`config.mk`:
```
export PLATFORM = sky130hd
export DESIGN_NAME = ras_ckpt_queue_flat
export DESIGN_NICKNAME = d
export VERILOG_FILES = /design/src/rtl/ras_ckpt_queue_if.sv /design/src/rtl/ras_ckpt_queue.sv /design/src/flat_wrapper.sv
export SDC_FILE = /design/constraint.sdc
export NUM_CORES = 1
export LEC_CHECK = 0
export CAP_MARGIN = 25
export CORE_MARGIN = 2
export CORE_UTILIZATION = 50
export DETAILED_ROUTE_END_ITERATION = 8
export PLACE_DENSITY = 0.76
export SYNTH_ARGS = -nofsm -noshare
export SYNTH_HDL_FRONTEND = slang
export SYNTH_SLANG_ARGS = --single-unit
```
`constraint.sdc`:
```
create_clock -name CLK -period 2.5 [get_ports CLK]
set_clock_uncertainty 0.1 [all_clocks]
set_input_delay 0.25 -clock CLK [delete_from_list [all_inputs] [get_ports CLK]]
set_output_delay 0.25 -clock CLK [all_outputs]
set_load 0.01 [all_outputs]
```
`src/rtl/ras_ckpt_queue_if.sv`:
```
// Port bundle for the RAS checkpoint queue: allocate, commit, restore, flush,
// the registered RAS update port and occupancy status.
interface ras_ckpt_queue_if #(
    parameter int RAS_INDEX_WIDTH = 3,
    parameter int CKPT_TAG_WIDTH  = 3
);
    // Allocation is the only handshake: a checkpoint is taken on a cycle where
    // enq_valid and enq_ready are both high; enq_tag names it on that cycle.
    // commit/restore/flush are single-cycle commands with no back-pressure.
    logic                       enq_valid;
    logic [RAS_INDEX_WIDTH-1:0] enq_ras_index;
    logic                       enq_ready;
    logic [CKPT_TAG_WIDTH-1:0]  enq_tag;
    logic                       commit_valid;
    logic                       restore_valid;
    logic [CKPT_TAG_WIDTH-1:0]  restore_tag;
    logic                       flush_valid;
    logic [RAS_INDEX_WIDTH-1:0] flush_ras_index;
    logic                       update0_valid;
    logic [RAS_INDEX_WIDTH-1:0] update0_ras_index;
    logic [CKPT_TAG_WIDTH:0]    count;
    logic                       empty;
    logic                       full;

    modport master (
        output enq_valid, enq_ras_index, commit_valid, restore_valid,
               restore_tag, flush_valid, flush_ras_index,
        input  enq_ready, enq_tag, update0_valid, update0_ras_index,
               count, empty, full
    );

    modport slave (
        input  enq_valid, enq_ras_index, commit_valid, restore_valid,
               restore_tag, flush_valid, flush_ras_index,
        output enq_ready, enq_tag, update0_valid, update0_ras_index,
               count, empty, full
    );
endinterface

```
`src/rtl/ras_ckpt_queue.sv`:
```
// In-order queue of RAS stack-pointer checkpoints; rolls the RAS back on a
// mispredict (restore) or a full pipeline flush via a registered update pulse.
module ras_ckpt_queue #(
    parameter int RAS_INDEX_WIDTH = 3,
    parameter int CKPT_ENTRIES    = 8,
    parameter int CKPT_TAG_WIDTH  = $clog2(CKPT_ENTRIES)
) (
    input logic            CLK,
    input logic            RST,
    ras_ckpt_queue_if.slave bus
);
    localparam int PTR_WIDTH = CKPT_TAG_WIDTH + 1;
    localparam logic [PTR_WIDTH-1:0] FULL_COUNT = PTR_WIDTH'(CKPT_ENTRIES);
    localparam logic [PTR_WIDTH-1:0] PTR_ONE    = PTR_WIDTH'(1);

    logic [PTR_WIDTH-1:0]       head_q, tail_q;
    logic [PTR_WIDTH-1:0]       head_d, tail_d;
    logic [PTR_WIDTH-1:0]       count_w;
    logic [RAS_INDEX_WIDTH-1:0] entry_q [CKPT_ENTRIES];

    logic [CKPT_TAG_WIDTH-1:0]  head_tag, tail_tag, restore_off;
    logic                       empty_w, full_w, enq_ready_w;
    logic                       enq_fire, commit_fire, restore_fire;

    logic                       update_valid_q, update_valid_d;
    logic [RAS_INDEX_WIDTH-1:0] update_index_q, update_index_d;

    // Pointers carry a wrap bit so full and empty are distinguishable.
    assign head_tag    = head_q[CKPT_TAG_WIDTH-1:0];
    assign tail_tag    = tail_q[CKPT_TAG_WIDTH-1:0];
    assign count_w     = tail_q - head_q;
    assign empty_w     = (count_w == '0);
    assign full_w      = (count_w == FULL_COUNT);

    assign enq_ready_w  = ~full_w & ~bus.restore_valid & ~bus.flush_valid;
    assign enq_fire     = bus.enq_valid & enq_ready_w;
    assign commit_fire  = bus.commit_valid & ~empty_w & ~bus.flush_valid;
    assign restore_fire = bus.restore_valid & ~bus.flush_valid;
    assign restore_off  = bus.restore_tag - head_tag;

    always_comb begin
        head_d = head_q;
        tail_d = tail_q;
        if (bus.flush_valid) begin
            tail_d = head_q;
        end else begin
            if (commit_fire) begin
                head_d = head_q + PTR_ONE;
            end
            // Truncation is measured from the pre-commit head so the tagged
            // entry survives; a same-cycle commit may then retire it.
            if (restore_fire) begin
                tail_d = head_q + {1'b0, restore_off} + PTR_ONE;
            end else if (enq_fire) begin
                tail_d = tail_q + PTR_ONE;
            end
        end
    end

    always_comb begin
        update_valid_d = bus.flush_valid | bus.restore_valid;
        update_index_d = update_index_q;
        if (bus.flush_valid) begin
            update_index_d = bus.flush_ras_index;
        end else if (bus.restore_valid) begin
            update_index_d = entry_q[bus.restore_tag];
        end
    end

    always_ff @(posedge CLK) begin
        if (RST) begin
            head_q         <= '0;
            tail_q         <= '0;
            update_valid_q <= 1'b0;
            update_index_q <= '0;
        end else begin
            head_q         <= head_d;
            tail_q         <= tail_d;
            update_valid_q <= update_valid_d;
            update_index_q <= update_index_d;
        end
    end

    always_ff @(posedge CLK) begin
        if (RST) begin
            for (int i = 0; i < CKPT_ENTRIES; i++) begin
                entry_q[i] <= '0;
            end
        end else if (enq_fire) begin
            entry_q[tail_tag] <= bus.enq_ras_index;
        end
    end

    assign bus.enq_ready         = enq_ready_w;
    assign bus.enq_tag           = tail_tag;
    assign bus.count             = count_w;
    assign bus.empty             = empty_w;
    assign bus.full              = full_w;
    assign bus.update0_valid     = update_valid_q;
    assign bus.update0_ras_index = update_index_q;
endmodule
```
`src/flat_wrapper.sv`:
```
// flat-port wrapper written by rule: the top's interface ports become plain ports
module ras_ckpt_queue_flat 
#(
    parameter int RAS_INDEX_WIDTH = 3,
    parameter int CKPT_ENTRIES    = 8,
    parameter int CKPT_TAG_WIDTH  = $clog2(CKPT_ENTRIES)
)
  (CLK, RST, bus_enq_valid, bus_enq_ras_index, bus_commit_valid, bus_restore_valid, bus_restore_tag, bus_flush_valid, bus_flush_ras_index, bus_enq_ready, bus_enq_tag, bus_update0_valid, bus_update0_ras_index, bus_count, bus_empty, bus_full);
  ras_ckpt_queue_if #(.RAS_INDEX_WIDTH(RAS_INDEX_WIDTH), .CKPT_TAG_WIDTH(CKPT_TAG_WIDTH)) bus_i ();
  input logic CLK;
  input logic RST;
  input wire logic [$bits(bus_i.enq_valid)-1:0] bus_enq_valid;
  input wire logic [$bits(bus_i.enq_ras_index)-1:0] bus_enq_ras_index;
  input wire logic [$bits(bus_i.commit_valid)-1:0] bus_commit_valid;
  input wire logic [$bits(bus_i.restore_valid)-1:0] bus_restore_valid;
  input wire logic [$bits(bus_i.restore_tag)-1:0] bus_restore_tag;
  input wire logic [$bits(bus_i.flush_valid)-1:0] bus_flush_valid;
  input wire logic [$bits(bus_i.flush_ras_index)-1:0] bus_flush_ras_index;
  output wire logic [$bits(bus_i.enq_ready)-1:0] bus_enq_ready;
  output wire logic [$bits(bus_i.enq_tag)-1:0] bus_enq_tag;
  output wire logic [$bits(bus_i.update0_valid)-1:0] bus_update0_valid;
  output wire logic [$bits(bus_i.update0_ras_index)-1:0] bus_update0_ras_index;
  output wire logic [$bits(bus_i.count)-1:0] bus_count;
  output wire logic [$bits(bus_i.empty)-1:0] bus_empty;
  output wire logic [$bits(bus_i.full)-1:0] bus_full;
  assign bus_i.enq_valid = bus_enq_valid;
  assign bus_i.enq_ras_index = bus_enq_ras_index;
  assign bus_i.commit_valid = bus_commit_valid;
  assign bus_i.restore_valid = bus_restore_valid;
  assign bus_i.restore_tag = bus_restore_tag;
  assign bus_i.flush_valid = bus_flush_valid;
  assign bus_i.flush_ras_index = bus_flush_ras_index;
  assign bus_enq_ready = bus_i.enq_ready;
  assign bus_enq_tag = bus_i.enq_tag;
  assign bus_update0_valid = bus_i.update0_valid;
  assign bus_update0_ras_index = bus_i.update0_ras_index;
  assign bus_count = bus_i.count;
  assign bus_empty = bus_i.empty;
  assign bus_full = bus_i.full;
  ras_ckpt_queue #(.RAS_INDEX_WIDTH(RAS_INDEX_WIDTH), .CKPT_ENTRIES(CKPT_ENTRIES), .CKPT_TAG_WIDTH(CKPT_TAG_WIDTH)) u_core (.CLK(CLK), .RST(RST), .bus(bus_i));
endmodule
```
After elaboration in Yosys (flattened, before gate mapping)
Memories as Yosys holds them, arrays and structs flattened.
Index checks and enable logic that the tools add are counted.
{ "op_classes": {"eq_ne": 1, "reduce_logical": 5, "n_addsub": 6, "mux": 13, "bitwise_logic": 11} }
{ "ops": {"columns": ["operator", "n"], "rows": [
  ["adder 4 x 1 -> 4 bit (second input constant)", 3],
  ["2-to-1 mux 3 bit", 4],
  ["2-to-1 mux 4 bit", 3],
  ["bitwise AND 1 bit", 6],
  ["2-to-1 mux 1 bit", 6],
  ["adder 4 x 3 -> 4 bit", 1],
  ["== test 4 bit (second input constant)", 1],
  ["zero test 4 bit", 1],
  ["NOT 1 bit", 4],
  ["subtractor 4 bit", 1],
  ["nonzero test 3 bit", 1],
  ["OR reduction 3 bit", 1],
  ["subtractor 3 bit", 1],
  ["AND reduction 2 bit", 1],
  ["nonzero test 2 bit", 1],
  ["bitwise OR 1 bit", 1]
]} }
{ "totals": {"n_memories": 1, "wordCells": 41, "in_bits": 15, "mem_bits_rw": 24, "regBits": 12, "output_inout_bits": 14} }
{ "memory_table": {"columns": ["memory", "words", "word_bits", "rd", "rd_ports_with_merged_regs", "wr", "line_no", "text"], "rows": [
  ["u_core.entry_q", 8, 3, 1, 0, 8, "ras_ckpt_queue.sv:19", "logic [RAS_INDEX_WIDTH-1:0] entry_q [CKPT_ENTRIES];"]
]} }

Logic depth before layout (Yosys ltp)
{ "depth": {"word_depth": 11, "depth_mapped": 13, "depth_no_buf": 12} }

Least setup slack after synthesis
No wires, ideal clock.
{ "synth_path": {"kind": "flip-flop to flip-flop", "startpoint": "register u_core.tail_q[0]", "endpoint": "memory u_core.entry_q[4][0], enable pin", "arrival_ns": 2.550, "slack_ns": -0.477, "stages_incl_launch_ff": 11, "synth_period_minus_slack_ns": 2.977, "path_cell_list": "dfxtp_1 clkbuf_1 inv_1 ha_1 inv_1 fa_1 xor2_1 nor3_2 a311oi_4 nand3_1 o21bai_1"} }
{ "synth_rtl": {"columns": ["element", "line_no", "text"], "rows": [
  ["start: declaration", "ras_ckpt_queue.sv:16", "logic [PTR_WIDTH-1:0] head_q, tail_q;"],
  ["start signal: assignment", "ras_ckpt_queue.sv:78", "tail_q <= tail_d;"],
  ["end: declaration", "ras_ckpt_queue.sv:19", null]
]} }

==> impl_metrics.toml <==
[worst_setup_path]
path_class = "flip-flop to flip-flop"
critPathLaunchType = "flip-flop"
cp_slowest_stage_delay_ns = 0.57
cp.buffers_inverters = 4
path_delay_family = "adder cells"
cp_max_fo = 4
worst_setup_path_end_kind = "flip-flop"
critPathArrivalTime_ns = 2.45
cp_slowest_cell = "fa_2"
crit_required_ns = 2.38
path_cells = "clkinv_4 > ha_4 > inv_2 > fa_2 > nor3_4 > buf_6 > a311oi_4 > buf_4 > nand3_4 > o21bai_4"

[timing]
slew_headroom = 0.773
finalSetupViolCount = 15
fin_crit_ns = 2.57
finalHoldViolCount = 0
timing.fmax_mhz = 389
period_share = 1.03
rsz0062_at_grt = "yes"
finalWorstSetupSlack_ns = -0.0707
worst_pin_slew_ns = 0.339
final_max_slew_viol_count = 0

[cells_and_area]
area_delta_synth_final_pct = 38.3
final_cell_mix = "nor2_1, buf_4, edfxtp_1"
antenna_cells = 0
nets = 293
finish.instance_area_um2 = 3030
final_common_cell = "nor2_1"
stdcell_count = 319
drive_gt1_frac = 0.360

[synth]
netlist_top_cells_area = "edfxtp_1, dfxtp_1, nor2_1, mux4_2, ha_1"
ys_ff_latch = 36
netlist.area_leader.share = 0.329
asyncSetResetFlopFracSynth = 0
synth_ff_type = "edfxtp_1"
synth.net_count = 239
synth_edf_count = 24
ys_seq_area_frac = 0.438
synth.avg_cell_area_um2 = 10.3
syn_inst = 212
yosys.cell_types.count = 39
synth.largest_area_cell = "edfxtp_1"
yosysWarnings = 0
synthesis.area_um2 = 2190

[routing]
vias = 1734
wl_met2_um = 2670
top_layer_used = "met4"
drc_errors = 0
wl_per_cell_um = 15.9
wl_um = 5090
vias_per_cell = 5.44
initialDrtViolationCount = 92
antenna_left = 0
wirelength_met1_um = 2230
drt-pass1-iter-count = 4
wl_met3_um = 146

[clocking]
clk_latency_ns = 0.29
hold_buffers = 0
cts_tree = "built"
cts_buffer_depth = 2
cts_root_buf = "clkbuf_8"
cts_inserted_buffers = 5
h-tree-depth = 2
clkTransAtPathRegs_ns = 0.08
cts_sinks = 36

[pwr]
irDropWorstVdd_uv = 296
power_per_cell_area_nw_per_um2 = 670
power.leakage_uw = 0.00119
finalPower_uw = 2030

[floorplanning]
core-area_um2 = 4290
fp-row-count = 24
start_util = 0.511
die_h_um = 70.2
dieArea_um2 = 4930
boundaryPins = 29
die_w_um = 70.2

[placed_design]
hpwl_um = 3800
postPlaceCellArea_um2 = 2750
dpl.cell_count = 303
gp_congestion = 0.810
port_buffers = 28
dp_slack_ns = -0.341

[outcome]
status = "complete, but fails checks"
violations = "setup timing"

[global_routing]
grt_util_all_layers = 0.217
grt_max_degree = 23
grt_pass1_wl_um = 8230
grt_pass1_vias = 1722
antenna_found_initial = 0
grt_overflow_total = 0

[run]
drv_cap = 0

[hold_path]
hold_class = "input port to flip-flop"
==> tightest hold or removal path, cell delays in order <==
cell and delay, ns:
clkdlybuf4s50_1 0.40, a21oi_1 0.13, nor2_1 0.05
==> where the power goes <==
part           switching [uW]  internal, uW
registers                26.6           674
clock network             215           194
logic                     446           477
==> through the flow <==
step	setup TNS [ns]	hold WS, ns	util
floorplan	-4.19	0.291	-
detailed placement	-2.49	0.509	0.640
global placement	-1.42	0.496	0.640
global route	-5.50	0.504	0.706
finish	-0.708	0.498	0.706
CTS	-1.51	0.492	0.670
==> layer usage <==
| layer | vias to the layer above | global-route usage |
|---|---|---|
| met3 | 4 | 0.0476 |
| met2 | 27 | 0.364 |
| li1 | 860 | - |
| met4 | 0 | 0.0748 |
| met5 | - | 0 |
| met1 | 843 | 0.277 |
==> logic make-up after synthesis <==
kind of cell	Yosys count	share of synthesized area
AND/OR/NAND/NOR	79	0.171
AO/OA/AOI/OAI	36	0.126
flip-flops	36	0.438
buffers and inverters	27	0.0553
multiplexers	14	0.0987
adder cells (fa/ha/maj)	12	0.0787
XOR/XNOR	8	0.0319
==> what timing repair did <==
item                       4_1_cts  5_1_grt
pin swaps                        6       23
setup buffers                    2        6
setup endpoints to repair       40       56
gates resized for setup         12       36
gates cloned                     0        0
==> flip-flops by register name, indices dropped and copies added (netlist names) <==
register,cells
u_core.bus.update0_ras_index,3
u_core.tail_q,4
u_core.entry_q,24
u_core.bus.update0_valid,1
u_core.head_q,4
==> path summary, 6_finish.rpt <==
path	startpoint	to	slack, ns	cells past startpoint
worst min-delay path	bus_flush_ras_index[1]	u_core.bus.update0_ras_index[1]	0.50	3
worst min register to register	u_core.tail_q[3]	u_core.tail_q[3]	0.53	3
worst max-delay path	u_core.tail_q[0]	u_core.entry_q[4][2]	-0.07	10
worst max register to register	u_core.tail_q[0]	u_core.entry_q[4][2]	-0.07	10
==> cells in the mapped netlist (3+ instances only) <==
master,n
inv_1,13
xor2_1,4
clkbuf_1,9
buf_4,3
a211oi_1,5
fa_1,3
xnor2_1,4
o21bai_1,8
nand4_1,4
nand2_1,10
nand3b_1,3
nand3_1,5
mux4_2,6
dfxtp_1,12
a21oi_1,10
nand2b_1,4
ha_1,9
o21ai_0,3
mux2i_1,7
nor2_1,42
a31oi_1,3
edfxtp_1,24
==> area by class of cell <==
type,instances,area [um^2]
clock buffers,5,68.8
inverters,13,53.8
well taps,52,65.1
clock inverters,3,18.8
flip-flops and latches,36,968
repair buffers,61,538
multi-input cells,149,1320
fillers,297,1260
Power figures use the tool's default switching activity.
